### src/rtl/i2c_slv_pkg.sv
// Shared types and constants for the I2C register-file target.
package i2c_slv_pkg;

   typedef enum logic [3:0] {
      ST_IDLE,
      ST_ADDR,
      ST_ADDR_ACK,
      ST_PTR,
      ST_PTR_ACK,
      ST_WDATA,
      ST_WDATA_ACK,
      ST_RDATA,
      ST_RD_ACK,
      ST_IDLE_WAIT,
      ST_GCALL,
      ST_GCALL_ACK
   } state_e;

   localparam logic [6:0] GCALL_ADDR  = 7'h00;
   localparam logic [7:0] GCALL_RESET = 8'h06;

endpackage

### src/rtl/i2c_slv_filter.sv
// SCL/SDA conditioning: 2-flop synchronizer, FILTER_LEN-sample glitch filter,
// and registered SCL edge / START / STOP pulses aligned with the filtered levels.
module i2c_slv_filter #(
   parameter int unsigned FILTER_LEN = 3
) (
   input  logic clk_i,
   input  logic rst_ni,
   input  logic scl_i,
   input  logic sda_i,
   output logic sda,
   output logic scl_rise,
   output logic scl_fall,
   output logic start_det,
   output logic stop_det
);

   localparam int unsigned CW = (FILTER_LEN > 1) ? $clog2(FILTER_LEN) : 1;

   logic [1:0]    scl_sync;
   logic [1:0]    sda_sync;
   logic          scl;
   logic [CW-1:0] scl_cnt;
   logic [CW-1:0] sda_cnt;
   logic          scl_acc_c;
   logic          sda_acc_c;

   // a new level is accepted on the FILTER_LEN-th consecutive differing sample
   assign scl_acc_c = (scl_sync[1] != scl) && (scl_cnt == CW'(FILTER_LEN - 1));
   assign sda_acc_c = (sda_sync[1] != sda) && (sda_cnt == CW'(FILTER_LEN - 1));

   // metastability synchronizers, idle-high after reset
   always_ff @(posedge clk_i or negedge rst_ni) begin
      if (!rst_ni) begin
         scl_sync <= 2'b11;
         sda_sync <= 2'b11;
      end else begin
         scl_sync <= {scl_sync[0], scl_i};
         sda_sync <= {sda_sync[0], sda_i};
      end
   end

   // glitch filter counters, filtered levels and event pulses
   always_ff @(posedge clk_i or negedge rst_ni) begin
      if (!rst_ni) begin
         scl_cnt   <= '0;
         sda_cnt   <= '0;
         scl       <= 1'b1;
         sda       <= 1'b1;
         scl_rise  <= 1'b0;
         scl_fall  <= 1'b0;
         start_det <= 1'b0;
         stop_det  <= 1'b0;
      end else begin
         if ((scl_sync[1] == scl) || scl_acc_c) scl_cnt <= '0;
         else                                   scl_cnt <= scl_cnt + CW'(1);
         if ((sda_sync[1] == sda) || sda_acc_c) sda_cnt <= '0;
         else                                   sda_cnt <= sda_cnt + CW'(1);
         if (scl_acc_c) scl <= scl_sync[1];
         if (sda_acc_c) sda <= sda_sync[1];
         scl_rise  <= scl_acc_c & scl_sync[1];
         scl_fall  <= scl_acc_c & ~scl_sync[1];
         start_det <= sda_acc_c & ~sda_sync[1] & scl;
         stop_det  <= sda_acc_c & sda_sync[1] & scl;
      end
   end

endmodule

### src/rtl/i2c_regfile_slv.sv
// I2C target exposing NUM_REGS byte registers behind a register pointer.
// Optional general-call reset is enabled with macro I2C_SLV_GCALL_EN.
module i2c_regfile_slv
   import i2c_slv_pkg::*;
#(
   parameter logic [6:0]  I2C_ADDR   = 7'h10,
   parameter int unsigned NUM_REGS   = 4,
   parameter int unsigned FILTER_LEN = 3
) (
   input  logic                        clk_i,
   input  logic                        rst_ni,
   input  logic                        scl_i,
   input  logic                        sda_i,
   output logic                        sda_oe_o,
   output logic [NUM_REGS*8-1:0]       reg_q_o,
   output logic                        wr_stb_o,
   output logic [$clog2(NUM_REGS)-1:0] wr_idx_o,
   output logic                        busy_o
);

   localparam int unsigned IW = $clog2(NUM_REGS);
   localparam int unsigned RW = NUM_REGS * 8;
`ifdef I2C_SLV_GCALL_EN
   localparam bit GCALL_EN = 1'b1;
`else
   localparam bit GCALL_EN = 1'b0;
`endif

   state_e          state, state_nxt;
   logic [7:0]      sr, sr_nxt;
   logic [3:0]      cnt, cnt_nxt;
   logic [IW-1:0]   ptr, ptr_nxt;
   logic            sda_oe_nxt, busy_nxt, wr_stb_nxt;
   logic [IW-1:0]   wr_idx_nxt;
   logic [RW-1:0]   reg_nxt;

   logic sda, scl_rise, scl_fall, start_det, stop_det;
   logic byte_done_c, addr_hit_c, gcall_hit_c, rx_state_c;
   logic [7:0] rd_byte_c;

   i2c_slv_filter #(.FILTER_LEN(FILTER_LEN)) u_filter (
      .clk_i     (clk_i),
      .rst_ni    (rst_ni),
      .scl_i     (scl_i),
      .sda_i     (sda_i),
      .sda       (sda),
      .scl_rise  (scl_rise),
      .scl_fall  (scl_fall),
      .start_det (start_det),
      .stop_det  (stop_det)
   );

   assign byte_done_c = scl_fall && (cnt == 4'd8);
   assign addr_hit_c  = (sr[7:1] == I2C_ADDR);
   assign gcall_hit_c = GCALL_EN && (sr == {GCALL_ADDR, 1'b0});
   assign rx_state_c  = (state == ST_ADDR) || (state == ST_PTR) ||
                        (state == ST_WDATA) || (state == ST_GCALL);
   assign rd_byte_c   = reg_q_o[{ptr, 3'b000} +: 8];

   // FSM state register
   always_ff @(posedge clk_i or negedge rst_ni) begin
      if (!rst_ni) state <= ST_IDLE;
      else         state <= state_nxt;
   end

   // next-state logic; bus conditions override every state
   always_comb begin
      state_nxt = state;
      if (start_det) state_nxt = ST_ADDR;
      else if (stop_det) state_nxt = ST_IDLE;
      else begin
         case (state)
            ST_ADDR:      if (byte_done_c)
                             state_nxt = (addr_hit_c || gcall_hit_c) ? ST_ADDR_ACK : ST_IDLE;
            ST_ADDR_ACK:  if (scl_fall)
                             state_nxt = gcall_hit_c ? ST_GCALL : (sr[0] ? ST_RDATA : ST_PTR);
            ST_PTR:       if (byte_done_c) state_nxt = ST_PTR_ACK;
            ST_PTR_ACK:   if (scl_fall)    state_nxt = ST_WDATA;
            ST_WDATA:     if (byte_done_c) state_nxt = ST_WDATA_ACK;
            ST_WDATA_ACK: if (scl_fall)    state_nxt = ST_WDATA;
            ST_RDATA:     if (scl_fall && (cnt == 4'd7)) state_nxt = ST_RD_ACK;
            ST_RD_ACK:    if (scl_fall)    state_nxt = sr[0] ? ST_IDLE_WAIT : ST_RDATA;
            ST_GCALL:     if (byte_done_c)
                             state_nxt = (sr == GCALL_RESET) ? ST_GCALL_ACK : ST_IDLE_WAIT;
            ST_GCALL_ACK: if (scl_fall)    state_nxt = ST_IDLE_WAIT;
            default:      ;
         endcase
      end
   end

   // datapath and output next values
   always_comb begin
      sda_oe_nxt = sda_oe_o;
      busy_nxt   = busy_o;
      wr_stb_nxt = 1'b0;
      wr_idx_nxt = wr_idx_o;
      reg_nxt    = reg_q_o;
      ptr_nxt    = ptr;
      sr_nxt     = sr;
      cnt_nxt    = cnt;
      if (start_det) begin
         sda_oe_nxt = 1'b0;
         cnt_nxt    = 4'd0;
      end else if (stop_det) begin
         sda_oe_nxt = 1'b0;
         cnt_nxt    = 4'd0;
         busy_nxt   = 1'b0;
      end else begin
         if (rx_state_c && scl_rise && (cnt != 4'd8)) begin
            sr_nxt  = {sr[6:0], sda};
            cnt_nxt = cnt + 4'd1;
         end
         if (rx_state_c && byte_done_c) cnt_nxt = 4'd0;
         case (state)
            ST_ADDR: if (byte_done_c) begin
               if (addr_hit_c || gcall_hit_c) begin
                  sda_oe_nxt = 1'b1;
                  busy_nxt   = 1'b1;
               end else begin
                  busy_nxt   = 1'b0;
               end
            end
            ST_PTR: if (byte_done_c) begin
               sda_oe_nxt = 1'b1;
               ptr_nxt    = sr[IW-1:0];
            end
            ST_WDATA: if (byte_done_c) begin
               sda_oe_nxt = 1'b1;
               reg_nxt[{ptr, 3'b000} +: 8] = sr;
               wr_stb_nxt = 1'b1;
               wr_idx_nxt = ptr;
               ptr_nxt    = ptr + IW'(1);
            end
            ST_GCALL: if (byte_done_c && (sr == GCALL_RESET)) begin
               sda_oe_nxt = 1'b1;
               reg_nxt    = '0;
               ptr_nxt    = '0;
            end
            ST_ADDR_ACK: if (scl_fall) begin
               sda_oe_nxt = 1'b0;
               cnt_nxt    = 4'd0;
               if (!gcall_hit_c && sr[0]) begin
                  sr_nxt     = rd_byte_c;
                  sda_oe_nxt = ~rd_byte_c[7];
               end
            end
            ST_PTR_ACK, ST_WDATA_ACK, ST_GCALL_ACK: if (scl_fall) begin
               sda_oe_nxt = 1'b0;
               cnt_nxt    = 4'd0;
            end
            ST_RDATA: if (scl_fall) begin
               if (cnt == 4'd7) begin
                  sda_oe_nxt = 1'b0;
                  cnt_nxt    = 4'd0;
                  ptr_nxt    = ptr + IW'(1);
               end else begin
                  sr_nxt     = {sr[6:0], 1'b0};
                  sda_oe_nxt = ~sr[6];
                  cnt_nxt    = cnt + 4'd1;
               end
            end
            ST_RD_ACK: begin
               if (scl_rise) sr_nxt = {sr[6:0], sda};
               if (scl_fall) begin
                  cnt_nxt = 4'd0;
                  if (!sr[0]) begin
                     sr_nxt     = rd_byte_c;
                     sda_oe_nxt = ~rd_byte_c[7];
                  end else begin
                     sda_oe_nxt = 1'b0;
                  end
               end
            end
            default: ;
         endcase
      end
   end

   // datapath and output registers; reset releases SDA asynchronously
   always_ff @(posedge clk_i or negedge rst_ni) begin
      if (!rst_ni) begin
         sda_oe_o <= 1'b0;
         busy_o   <= 1'b0;
         wr_stb_o <= 1'b0;
         wr_idx_o <= '0;
         reg_q_o  <= '0;
         ptr      <= '0;
         sr       <= '0;
         cnt      <= '0;
      end else begin
         sda_oe_o <= sda_oe_nxt;
         busy_o   <= busy_nxt;
         wr_stb_o <= wr_stb_nxt;
         wr_idx_o <= wr_idx_nxt;
         reg_q_o  <= reg_nxt;
         ptr      <= ptr_nxt;
         sr       <= sr_nxt;
         cnt      <= cnt_nxt;
      end
   end

endmodule

### config.mk
export PLATFORM = sky130hd
export DESIGN_NAME = i2c_regfile_slv
export DESIGN_NICKNAME = d
export VERILOG_FILES = /design/src/rtl/i2c_slv_pkg.sv /design/src/rtl/i2c_slv_filter.sv /design/src/rtl/i2c_regfile_slv.sv
export SDC_FILE = /design/constraint.sdc
export NUM_CORES = 1
export LEC_CHECK = 0
export BUFFER_PORTS_ARGS = -buffer_cell sky130_fd_sc_hd__buf_2
export CAP_MARGIN = 10
export CORE_MARGIN = 5
export CORE_UTILIZATION = 55
export CTS_CLUSTER_DIAMETER = 150
export DETAILED_ROUTE_END_ITERATION = 8
export PLACE_DENSITY = 0.73
export SYNTH_ARGS = -nofsm -noshare
export SYNTH_HDL_FRONTEND = slang
export SYNTH_HIERARCHICAL = 1
export SYNTH_SLANG_ARGS = --single-unit
### constraint.sdc
create_clock -name clk_i -period 2.3 [get_ports clk_i]
set_input_delay 0.115 -clock clk_i [delete_from_list [all_inputs] [get_ports clk_i]]
set_output_delay 0.115 -clock clk_i [all_outputs]
set_load 0.05 [all_outputs]
Word level (Yosys, flattened, before mapping)
Cells that the tools add are included.

word-level totals
  logic and storage cells = 176
  flip-flop bits (word level) = 69

cells by class
  bitwise logic cells = 12
  $add $sub $neg = 5
  multiplexer cells = 67
  equal/unequal tests = 40
  shifts and indexed selects = 3
  reductions and logical operators = 30

operator list
  operator                                                                 count
  4-bit 2-to-1 mux                                                         19
  32-bit 2-to-1 mux                                                        2
  8-bit 2-to-1 mux                                                         8
  32-bit one-hot mux with 2 select lines                                   1
  4-bit one-hot mux with 9 select lines                                    1
  32-bit bitwise mux                                                       1
  4-bit by 1-bit != test with 1-bit output (second input constant)         8
  8-bit by 7-bit variable shift with 32-bit output (first input constant)  1
  32-bit by 6-bit indexed part select with 8-bit output                    1
  8-bit by 7-bit indexed part select with 32-bit output                    1
  4-bit by 2-bit != test with 1-bit output (second input constant)         6
  8-bit one-hot mux with 3 select lines                                    1
  1-bit 2-to-1 mux                                                         21
  4-bit by 3-bit == test with 1-bit output (second input constant)         5
  2-bit 2-to-1 mux                                                         9
  4-bit == test (second input constant)                                    4
  11-bit nonzero test                                                      1
  10-bit AND reduction                                                     1
  9-bit AND reduction                                                      1
  9-bit nonzero test                                                       1
  4-bit by 2-bit == test with 1-bit output (second input constant)         2
  8-bit by 3-bit == test with 1-bit output (second input constant)         1
  1-bit logical AND                                                        8
  2-bit one-hot mux with 4 select lines                                    1
  other kinds (27)                                                         52

Longest topological paths before layout
Gate-level depths: netlist of the first run.

  depth in word-level cells = 12
  gate-level depth with buffers = 9
  depth with buffers taken out = 7

Hierarchy
The synthesis of the first run kept the hierarchy.

by module, submodules not included
  module           times used  area an instance (sq um)  seq. area each (sq um)  cells an instance
  i2c_regfile_slv  1           3623.5                    1376.3                  403
  i2c_slv_filter   1           481.7                     357.8                   33

Worst setup path before layout of the first run
OpenSTA, ideal clock, no wires.

  path type = register -> register
  from = register ptr[0]
  to = register reg_q_o[24]
  stages on the path, launching flop included = 9
  period minus slack after synthesis = 2086 ps
  setup slack = 214 ps
  arrival = 2002 ps
  cells stage by stage = dfrtp_1 > clkbuf_1 > buf_2 > inv_1 > ha_1 > and4b_1 > buf_1 > nand2_1 > o21ai_0

on the way
  longest elaborated chain between the ends = 5

ends and longest elaborated chain
  element                                                                                                                    line                    source
  start, declared                                                                                                            i2c_regfile_slv.sv:32   logic [IW-1:0] ptr, ptr_nxt;
  start signal, assigned                                                                                                     i2c_regfile_slv.sv:196  ptr <= ptr_nxt;
  5-bit negator with 7-bit output (*)                                                                                        i2c_regfile_slv.sv:129  reg_nxt[{ptr, 3'b000} +: 8] = sr;
  8-bit by 7-bit indexed part select with 32-bit output or 8-bit by 7-bit variable shift with 32-bit output (tied branches)  i2c_regfile_slv.sv:129
  32-bit bitwise mux (*)                                                                                                     i2c_regfile_slv.sv:129
  32-bit 2-to-1 mux (*)                                                                                                      i2c_regfile_slv.sv:127  ST_WDATA: if (byte_done_c) begin
  32-bit one-hot mux with 2 select lines (*)                                                                                 i2c_regfile_slv.sv:114  case (state)
  end signal, assigned                                                                                                       i2c_regfile_slv.sv:195  reg_q_o <= reg_nxt;
  end, declared                                                                                                              i2c_regfile_slv.sv:15   output logic [NUM_REGS*8-1:0] reg_q_o,

Mark *: on every way between the ends. The rest lies on a longest branch, timed or not. The select of a mux whose other input is x is not followed.
A chain may end at the register's enable or synchronous reset.

Final worst setup path of the first run
  from = register state[2]
  to = register cnt[2]

on the way
  longest elaborated chain between the ends = 12

ends and longest elaborated chain
  element                                                                                               line                    source
  start, declared                                                                                       i2c_regfile_slv.sv:29   state_e state, state_nxt;
  start signal, assigned                                                                                i2c_regfile_slv.sv:63   else state <= state_nxt;
  4-bit by 1-bit == test with 1-bit output or 4-bit by 2-bit == test with 1-bit output (tied branches)  i2c_regfile_slv.sv:56   assign rx_state_c = (state == ST_ADDR) || (state == ST_PTR) ||
  1-bit logical OR (2 in a row)                                                                         i2c_regfile_slv.sv:56
  1-bit logical OR                                                                                      i2c_regfile_slv.sv:57   (state == ST_WDATA) || (state == ST_GCALL);
  1-bit logical AND (2 in a row)                                                                        i2c_regfile_slv.sv:109  if (rx_state_c && scl_rise && (cnt != 4'd8)) begin
  4-bit 2-to-1 mux                                                                                      i2c_regfile_slv.sv:109
  4-bit 2-to-1 mux                                                                                      i2c_regfile_slv.sv:113  if (rx_state_c && byte_done_c) cnt_nxt = 4'd0;
  4-bit 2-to-1 mux (on tied branches)                                                                   --
  4-bit one-hot mux with 2 select lines (*)                                                             i2c_regfile_slv.sv:114
  4-bit 2-to-1 mux (*)                                                                                  i2c_regfile_slv.sv:104  end else if (stop_det) begin
  4-bit 2-to-1 mux (*)                                                                                  i2c_regfile_slv.sv:101  if (start_det) begin
  named net cnt_nxt[2]                                                                                  i2c_regfile_slv.sv:31   logic [3:0] cnt, cnt_nxt;
  end signal, assigned                                                                                  i2c_regfile_slv.sv:198  cnt <= cnt_nxt;
  end, declared                                                                                         i2c_regfile_slv.sv:31

The timed path passes the listed nets; every way through them passes the cells marked *.

==> results of run 1 <==
per-layer routing:
metal / global-route usage / up-vias / wire (µm)
met4: 0.07593 / 0 / 177
met2: 0.3962 / 116 / 5049
met5: 0 / - / 0
met3: 0.04183 / 17 / 539
li1: - / 1664 / -
met1: 0.3758 / 1699 / 5048
power by group through the flow:
stage	combinational [µW]	clock (µW)	sequential [µW]
2_1_floorplan	385	0	1380
3_3_place_gp	536	0	1420
3_5_place_dp	545	0	1420
4_1_cts	551	1090	1400
5_1_grt	621	1160	1420
6_report	557	1080	1400
cells in the mapped netlist, types with 8 or more instances:
cell / instances
a211oi_1: 8
a21oi_1: 11
buf_2: 9
clkbuf_1: 13
dfrtp_1: 63
ha_1: 8
inv_1: 30
mux4_2: 8
nand2_1: 60
nand3_1: 15
nor2_1: 21
nor3_1: 10
o21ai_0: 41
o31ai_1: 9
state kept, by name (all words and copies together) (netlist names), 2 cells and up:
name               cells
ptr                    2
cnt                    4
u_filter/sda_sync      2
u_filter/sda_cnt       2
reg_q_o               32
state                  4
u_filter/scl_cnt       2
wr_idx_o               2
u_filter/scl_sync      2
sr                     8
worst register-to-register path, stage by stage, from the launching register on:
cell	delay [ns]
dfrtp_1	0.42
buf_4	0.16
buf_4	0.16
nor3_1	0.37
a311oi_1	0.10
o211ai_1	0.25
buf_4	0.21
o21ai_0	0.08
a221oi_1	0.29
cell families (layout without fill, tap and decap cells):
kind of cell / count (synthesis) / in the layout / synth area share
flops: 69 / 69 / 0.4224
compound gates: 120 / 120 / 0.2015
fa+ha+maj: 8 / 8 / 0.02438
mux: 16 / 16 / 0.06492
buf+inv: 64 / 118 / 0.07589
simple gates: 156 / 156 / 0.2045
xor+xnor: 3 / 3 / 0.006402
cell type report:
class                   count  area (µm²)
clock inverters             5       65.06
well taps                  99       123.9
inverters                  30       112.6
fillers                   614        2540
clock buffers              11       151.4
repair buffers             72       460.4
flip-flops and latches     69        1734
multi-input cells         303        2066
metrics by stage:
| stage | instance area [µm²] | setup slack (ns) | instances | power, µW |
|---|---|---|---|---|
| floorplan | 4105 | 0.2141 | 436 | 1770 |
| detailed placement | 4453 | 0.05614 | 569 | 1969 |
| global route | 4713 | 0.01202 | 589 | 3201 |
| finish | 4713 | 0.1347 | 589 | 3038 |
| global placement | 4453 | 0.07419 | 569 | 1954 |
| CTS | 4700 | 0.02943 | 588 | 3042 |
what timing repair did:
| action | 4_1_cts | 5_1_grt |
|---|---|---|
| hold buffers | 3 | 0 |
| setup endpoints to repair | 0 | 10 |
| endpoints found under the hold margin | 23 | 0 |
| resized for setup | 0 | 3 |
| setup buffers | 0 | 1 |
worst paths after layout:
| path | start | end | slack, ns |
|---|---|---|---|
| setup / recovery | state[2]$_DFFE_PN0P_ | cnt[2]$_DFF_PN0_ | 0.13 |
| hold / removal | rst_ni | cnt[1]$_DFF_PN0_ | 0.31 |
| setup reg to reg | state[2]$_DFFE_PN0P_ | cnt[2]$_DFF_PN0_ | 0.13 |
| hold reg to reg | u_filter/sda_sync[0]$_DFF_PN1_ | u_filter/sda_sync[1]$_DFF_PN1_ | 0.36 |
| max in group asynchronous | rst_ni | u_filter/scl_sync[0]$_DFF_PN1_ | 1.29 |
| min in group clk_i | u_filter/sda_sync[0]$_DFF_PN1_ | u_filter/sda_sync[1]$_DFF_PN1_ | 0.36 |
==> impl_metrics.csv, run 1 <==
group,metric,value,unit
placed_design,port_bufs,40,
yosys,synthDominantCellAreaShare,0.3840,
route,antenna_left,0,
yosys,synth_fp_nets,448,
yosys,ys.flop_type,"dfrtp_1",
timing,hold-worst-slack,0.3053,ns
critical_path,worst_setup_path_start_kind,"flip-flop",
yosys,synth-async-reset-ratio,1.000,
die,core-area,0.007253,mm²
flow_run,max_cap_violations,0,
die,io_pins,41,
cells_and_area,layout.cells.most_common_list,"dfrtp_1 (63), nand2_1 (60), o21ai_0 (40), buf_2 (40), inv_1 (30)",
die,floorplan.rows,31,
critical_path,path_depth,8,
critical_path,crit_buf_inv,3,
timing,grt_setup_unrepaired,"no",
cts,numClockSinks,69,
timing,hold_fails_final_rpt,0,
cells_and_area,area_delta_synth_final,14.81,%
grt,grt_max_degree,45,
power,power.combinational.fraction,0.183,
yosys,postSynthRegisterBits,69,
grt,globalRoute.totalOverflow,0,
die,initial_utilization,0.5660,
cts,clock_tree.root_cell,"clkbuf_8",
die,die_height,96.40,µm
route,detail_route.first_pass.iterations,5,
cts,cts_inserted_buffers,9,
cts,clk_pin_slew_worst_paths,0.08,ns
yosys,synth-warning-count,6,
power,switching_share,0.3060,
yosys,synth-edff-count,0,
placed_design,dp_wirelength,7.885,mm
route,wl_per_cell,18.36,µm
cells_and_area,finalNetCount,497,
grt,grt_pass1_vias,3405,
route,via_count,3496,
power,power.leakage,0.002066,µW
critical_path,worst-r2r-cell-count,8,
yosys,mappedNetlistArea,0.004105,mm²
power,p_seq_frac,0.462,
power,max-vdd-ir-drop,0.0004172,V
run_status,run_status,"complete, no violations",
yosys,netlist_top_cells_area,"dfrtp_1 (38%), nand2_1 (5.5%), o21ai_0 (5.0%), mux4_2 (4.4%), dfstp_2 (3.8%)",
yosys,synthDominantAreaCellType,"dfrtp_1",
cts,tritoncts_clock_tree,"built",
power,cell_internal_pwr,2108,µW
power,cellPowerDensity,644.5,mW/mm²
cts,clk_latency,0.35,ns
die,dieWidth,96.40,µm
cells_and_area,post_route_cells_drive_above_1_share,0.2551,
placed_design,gpl.final_weighted_congestion,0.9849,
timing,final.period_utilization,0.9414,
timing,setup_viol,0,
critical_path,cp_cell_sequence,"buf_4 > buf_4 > nor3_1 > a311oi_1 > o211ai_1 > buf_4 > o21ai_0 > a221oi_1",
grt,global_route.usage.total,0.2572,
yosys,netlist-cell-type-count,71,
critical_path,worst-endpoint-arrival,2.41,ns
grt,grt_pass1_wl,18.11,mm
critical_path,crit_required,2.55,ns
critical_path,path_max_fanout,12,
yosys,seq_area_frac_synth,0.4224,
timing,tightest_slew,0.7130,ns
critical_path,worst_path_largest_cell_delay,0.42,ns
critical_path,critPathTopFamily,"compound AO/OA/AOI/OAI gates",
critical_path,crit_path_end_kind,"flip-flop",
route,vias_per_cell,5.935,
cts,cts_buffer_depth,2,
timing,setup-tns-final,0,ns
timing,finalCriticalPeriod,2.165,ns
yosys,syn-mean-instance-area,9.416,µm²
timing,max_slew_margin,0.5246,
worst_hold_path,kind_of_path_behind_the_tightest_hold_check,"input pin to async pin",
power,pwr-share-clk,0.355,
power,switchingPower,929.6,µW
route,drtIter0Drc,333,
route,wire_length_after_detailed_routing,10.82,mm
timing,final.setup_skew,0.01041,ns
timing,finalMaxSlewViolations,0,
critical_path,crit_path_top_delay_cell,"dfrtp_1",
critical_path,path_class,"flip-flop to flip-flop",
grt,antenna_found_initial,0,
cts,clock_tree.htree_level_count,3,
cells_and_area,layout.cells.most_common,"dfrtp_1",
route,post-route-drc-count,0,
cells_and_area,final_core_util,0.6498,
critical_path,cp_common_cell,"buf_4",
timing,timing.fmax,461.8,MHz
yosys,postSynthCellCount,436,
die,design.die.area,0.009292,mm²
cells_and_area,antenna_cells_inserted,0,
Note: power is estimated with default switching activity, not from simulation.
==> run 2, diff against run 1 <==
GPL_ROUTABILITY_DRIVEN = 1   (was not set)
PLACE_DENSITY = 0.75   (was 0.73)
==> impl_metrics.csv, run 2 (synthesis results as in run 1) <==
group,metric,value,unit
run_status,run_status,"complete, no violations",
route,vias_per_cell,6.250,
timing,finalMaxSlewViolations,0,
cells_and_area,largest_reg_flops,32,
route,detail_route.first_pass.iterations,5,
cells_and_area,max_flop_register,"reg_q_o",
die,floorplan.rows,31,
route,antenna_left,0,
cts,cts_buffer_depth,2,
grt,grt_max_degree,38,
grt,grt-busiest-layer,"met2",
cts,postCtsSetupRepairBufs,0,
cells_and_area,area_delta_synth_final,14.60,%
worst_hold_path,kind_of_path_behind_the_tightest_hold_check,"input pin to async pin",
cts,clock_tree.root_cell,"clkbuf_8",
placed_design,placedInstanceArea,0.004410,mm²
route,via_count,3650,
critical_path,worst-endpoint-arrival,2.36,ns
cells_and_area,area.sequential,0.001734,mm²
die,core-area,0.007253,mm²
route,wire_length_after_detailed_routing,10.80,mm
critical_path,cp_cell_sequence,"or4_4 > o21ai_2 > o22ai_2 > o31a_1 > a211o_1",
critical_path,crit_required,2.52,ns
die,io_pins,41,
timing,finalCriticalPeriod,2.131,ns
flow_run,max_cap_violations,0,
cts,tritoncts_clock_tree,"built",
grt,globalRoute.totalOverflow,0,
cts,numClockSinks,69,
cells_and_area,layout_top_registers,"reg_q_o (32), sr (8)",
timing,max_slew_margin,0.5560,
critical_path,crit_buf_inv,0,
cells_and_area,post-route-cell-area,0.004705,mm²
critical_path,crit_path_end_kind,"flip-flop",
die,initial_utilization,0.5660,
cells_and_area,finalNetCount,492,
critical_path,path_class,"flip-flop to flip-flop",
timing,timing.fmax,469.2,MHz
cells_and_area,layout.cells.most_common,"dfrtp_1",
cts,cts_inserted_buffers,9,
power,power.leakage,0.002050,µW
cts,clock_tree.htree_level_count,3,
cells_and_area,layout.cells.most_common_list,"dfrtp_1 (63), nand2_1 (60), buf_2 (40), o21ai_0 (39), inv_1 (30)",
die,die_height,96.40,µm
critical_path,critPathTopFamily,"compound AO/OA/AOI/OAI gates",
placed_design,placement_stage_worst_setup_slack,0.008562,ns
timing,setup-tns-final,0,ns
cells_and_area,antenna_cells_inserted,0,
cells_and_area,post_route_cells_drive_above_1_share,0.2495,
die,design.die.area,0.009292,mm²
grt,met3_usage,0.04725,
cts,clk_pin_slew_worst_paths,0.08,ns
die,dieWidth,96.40,µm
timing,grt_setup_unrepaired,"no",
cells_and_area,multi_input_comb_area,0.002074,mm²
critical_path,worst_path_largest_cell_delay,0.63,ns
placed_design,port_bufs,40,
cts,clk_latency,0.35,ns
critical_path,crit_path_top_delay_cell,"or4_4",
power,cellPowerDensity,676.3,mW/mm²
timing,tightest_slew,0.6659,ns
grt,grt_util_met2,0.3859,
grt,antenna_found_initial,0,
timing,final.period_utilization,0.9266,
timing,hold_fails_final_rpt,0,
route,wl_per_cell,18.49,µm
placed_design,gpl.final_weighted_congestion,0.9375,
placed_design,dp_wirelength,7.665,mm
critical_path,path_max_fanout,9,
grt,global_route.usage.total,0.2514,
grt,grt_pass1_vias,3417,
route,post-route-drc-count,0,
timing,setup_viol,0,
power,max-vdd-ir-drop,0.0005262,V
route,drtIter0Drc,366,
grt,gr-usage-met1,0.3608,
timing,final.setup_skew,0.01672,ns
cells_and_area,final.fill_count,598,
critical_path,worst_setup_path_start_kind,"flip-flop",
grt,grt_pass1_wl,17.77,mm
timing,final_critical_path_setup_slack,0.1689,ns
## run 2: area by class of cell
| type | instances | share of cell area |
|---|---|---|
| clock inverters | 5 | 0.02287 |
| clock buffers | 11 | 0.03005 |
| repair buffers | 67 | 0.08723 |
| inverters | 30 | 0.02394 |
| well taps | 99 | 0.02633 |
| multi-input cells | 303 | 0.4410 |
| flip-flops and latches | 69 | 0.3686 |
## run 2: metal layers
metal  wire (µm)  part of all wire
met5           0                 0
met4         250             0.023
met3         764             0.071
met2        5123              0.47
met1        4661              0.43
## run 2: final timing paths
path,slack (ns),to,from,cells after the start
worst max-delay path,0.17,ptr[0]$_DFFE_PN0P_,sr[3]$_DFFE_PN0P_,5
worst min-delay path,0.34,reg_q_o[1]$_DFFE_PN0P_,rst_ni,3
worst max register to register,0.17,ptr[0]$_DFFE_PN0P_,sr[3]$_DFFE_PN0P_,5
worst min register to register,0.36,u_filter/sda_sync[1]$_DFF_PN1_,u_filter/sda_sync[0]$_DFF_PN1_,0
max in group asynchronous,1.58,u_filter/scl$_DFFE_PN1P_,rst_ni,3
min in group clk_i,0.36,u_filter/sda_sync[1]$_DFF_PN1_,u_filter/sda_sync[0]$_DFF_PN1_,0
## run 2: tightest hold or removal path, delay by kind of cell
| kind | cells | cell delay, ns |
|---|---|---|
| buffers and inverters | 3 | 1.01 |
## run 2: per-stage QoR
stage | hold WS, ns | instances | power, µW | utilization
detailed placement | 0.1896 | 565 | 1936 | 0.6081
global placement | 0.1794 | 565 | 1918 | 0.6081
finish | 0.3408 | 584 | 3182 | 0.6486
CTS | 0.3565 | 584 | 3188 | 0.6465
floorplan | -0.1806 | 436 | 1770 | -
global route | 0.3690 | 584 | 3303 | 0.6486
## run 2: report_power, final
part           total (µW)  internal [µW]  switching (µW)
Combinational         530            203             327
Sequential           1400           1310            90.7
Clock                1250            755             493
## run 2: what timing repair did
| action | in CTS | in global routing |
|---|---|---|
| endpoints found under the setup margin | 1 | 15 |
| gates resized for setup | 1 | 5 |
| hold buffers | 3 | 0 |
| gates cloned | 0 | 0 |
| hold endpoints to repair | 65 | 0 |
==> run 3, diff against run 2 <==
CELL_PAD_IN_SITES_DETAIL_PLACEMENT = 2   (was not set)
CELL_PAD_IN_SITES_GLOBAL_PLACEMENT = 2   (was not set)
CORE_UTILIZATION = 37   (was 55)
PLACE_DENSITY = not set   (was 0.75)
PLACE_DENSITY_LB_ADDON = 0.1   (was not set)
==> impl_metrics.csv, run 3 (synthesis results as in run 1) <==
group,metric,value,unit
run_status,run_status,"complete, no violations",
grt,grt_pass1_wl,23.18,mm
die,floorplan.rows,38,
worst_hold_path,kind_of_path_behind_the_tightest_hold_check,"flip-flop to flip-flop",
power,switching_share,0.3120,
critical_path,path_max_fanout,6,
route,vias_per_cell,5.720,
cells_and_area,max_flop_register,"reg_q_o",
cells_and_area,final.fill_count,1211,
timing,final.period_utilization,0.9714,
cts,clk_pin_slew_worst_paths,0.08,ns
cts,cts_buffer_depth,2,
power,total_power,3003,µW
flow_run,max_cap_violations,0,
power,power.leakage,0.002090,µW
cells_and_area,layout.cells.most_common,"dfrtp_1",
grt,globalRoute.totalOverflow,0,
timing,finalMaxSlewViolations,0,
cells_and_area,area.sequential,0.001735,mm²
cells_and_area,layout.cells.most_common_list,"dfrtp_1 (62), nand2_1 (60), o21ai_0 (40), buf_4 (40), buf_2 (39)",
grt,grt_max_degree,70,
cells_and_area,post-route-cell-area,0.004830,mm²
grt,antenna_found_initial,0,
die,io_pins,41,
critical_path,crit_path_end_kind,"flip-flop",
timing,hold-worst-slack,0.3579,ns
placed_design,placedInstanceArea,0.004554,mm²
power,power.combinational.fraction,0.190,
cells_and_area,largest_reg_flops,32,
route,detail_route.first_pass.iterations,4,
die,initial_utilization,0.3787,
route,wire_length_after_detailed_routing,14.29,mm
timing,finalCriticalPeriod,2.234,ns
placed_design,port_bufs,40,
route,post-route-drc-count,0,
power,switchingPower,936.8,µW
cells_and_area,post_route_cells_drive_above_1_share,0.2720,
cells_and_area,finalNetCount,507,
cts,clock_tree.root_cell,"clkbuf_8",
grt,global_route.usage.total,0.2285,
cells_and_area,layout_top_registers,"reg_q_o (32), sr (8)",
timing,max_slew_margin,0.3829,
cells_and_area,multi_input_comb_area,0.002093,mm²
power,cell_internal_pwr,2066,µW
cells_and_area,layout.cells.non_filler,640,
critical_path,crit_required,2.54,ns
cts,clk_latency,0.36,ns
cells_and_area,antenna_cells_inserted,0,
placed_design,placement_stage_worst_setup_slack,0.04456,ns
cts,numClockSinks,69,
cts,tritoncts_clock_tree,"built",
critical_path,worst-endpoint-arrival,2.47,ns
cts,cts_inserted_buffers,9,
placed_design,dp_wirelength,10.38,mm
timing,setup_viol,0,
die,core-area,0.01084,mm²
grt,grt_pass1_vias,4058,
power,max-vdd-ir-drop,0.0004370,V
power,p_seq_frac,0.472,
cells_and_area,area_delta_synth_final,17.65,%
die,dieWidth,115.3,µm
power,cellPowerDensity,621.8,mW/mm²
cts,clock_tree.htree_level_count,3,
power,pwr-share-clk,0.339,
route,via_count,3661,
route,antenna_left,0,
timing,final_critical_path_setup_slack,0.06581,ns
critical_path,worst_setup_path_start_kind,"flip-flop",
timing,tightest_slew,0.9256,ns
die,die_height,115.3,µm
die,design.die.area,0.01330,mm²
placed_design,gpl.final_weighted_congestion,0.8521,
timing,timing.fmax,447.6,MHz
timing,final.setup_skew,0.01549,ns
timing,hold_fails_final_rpt,0,
critical_path,path_class,"flip-flop to flip-flop",
placed_design,placed_cells_incl_taps,618,
route,wl_per_cell,22.33,µm
route,drtIter0Drc,272,
[run 3: changes by cell type in the layout (fill, tap and decap cells not counted), sizes merged]
cell / before / now
clkinv: 2 / 1
buf: 64 / 79
bufinv: 3 / 1
clkbuf: 11 / 14
[run 3: final timing paths]
kind                            slack [ns]                            from  depth (start not counted)                        endpoint
worst max-delay path                  0.07                cnt[0]$_DFF_PN0_                          9            state[2]$_DFFE_PN0P_
worst min-delay path                  0.36  u_filter/sda_sync[0]$_DFF_PN1_                          0  u_filter/sda_sync[1]$_DFF_PN1_
worst max register to register        0.07                cnt[0]$_DFF_PN0_                          9            state[2]$_DFFE_PN0P_
worst min register to register        0.36  u_filter/sda_sync[0]$_DFF_PN1_                          0  u_filter/sda_sync[1]$_DFF_PN1_
max in group asynchronous             1.22                          rst_ni                          2              ptr[1]$_DFFE_PN0P_
min in group asynchronous             0.44                          rst_ni                          2         reg_q_o[10]$_DFFE_PN0P_
[run 3: layer usage]
layer / track usage / part of all wire
met1: 0.3210 / 0.48
met3: 0.03368 / 0.029
met4: 0.05790 / 0.015
met5: 0 / 0
met2: 0.3715 / 0.48
[run 3: critical path: stages, from the launching register on]
cell	delay [ns]
dfrtp_1	0.44
inv_1	0.09
ha_1	0.14
nand3b_1	0.22
buf_4	0.23
a211oi_1	0.25
o211ai_1	0.20
buf_4	0.19
nor4_2	0.28
a211oi_1	0.09
[run 3: final cells by class]
cell class | count | share of cell area
clock buffers | 14 | 0.03161
clock inverters | 2 | 0.007254
inverters | 30 | 0.02332
multi-input cells | 303 | 0.4334
flip-flops and latches | 69 | 0.3593
well taps | 140 | 0.03627
repair buffers | 82 | 0.1088
[run 3: power groups by stage]
stage	registers [µW]	clock network [µW]	logic (µW)
2_1_floorplan	1380	0	385
3_3_place_gp	1430	0	534
3_5_place_dp	1440	0	558
4_1_cts	1420	1050	567
5_1_grt	1430	1110	628
6_report	1420	1020	570
[run 3: through the flow]
stage	util	TNS, ns
2_1_floorplan	-	0
3_5_place_dp	0.4201	0
5_1_grt	0.4455	-0.2791
3_3_place_gp	0.4201	0
6_report	0.4455	0
4_1_cts	0.4402	0
[run 3: repair_timing]
item | in CTS | in global routing
hold buffers | 3 | 0
setup buffers | 0 | 3
endpoints found under the hold margin | 65 | 0
endpoints found under the setup margin | 0 | 11
gates resized for setup | 0 | 11
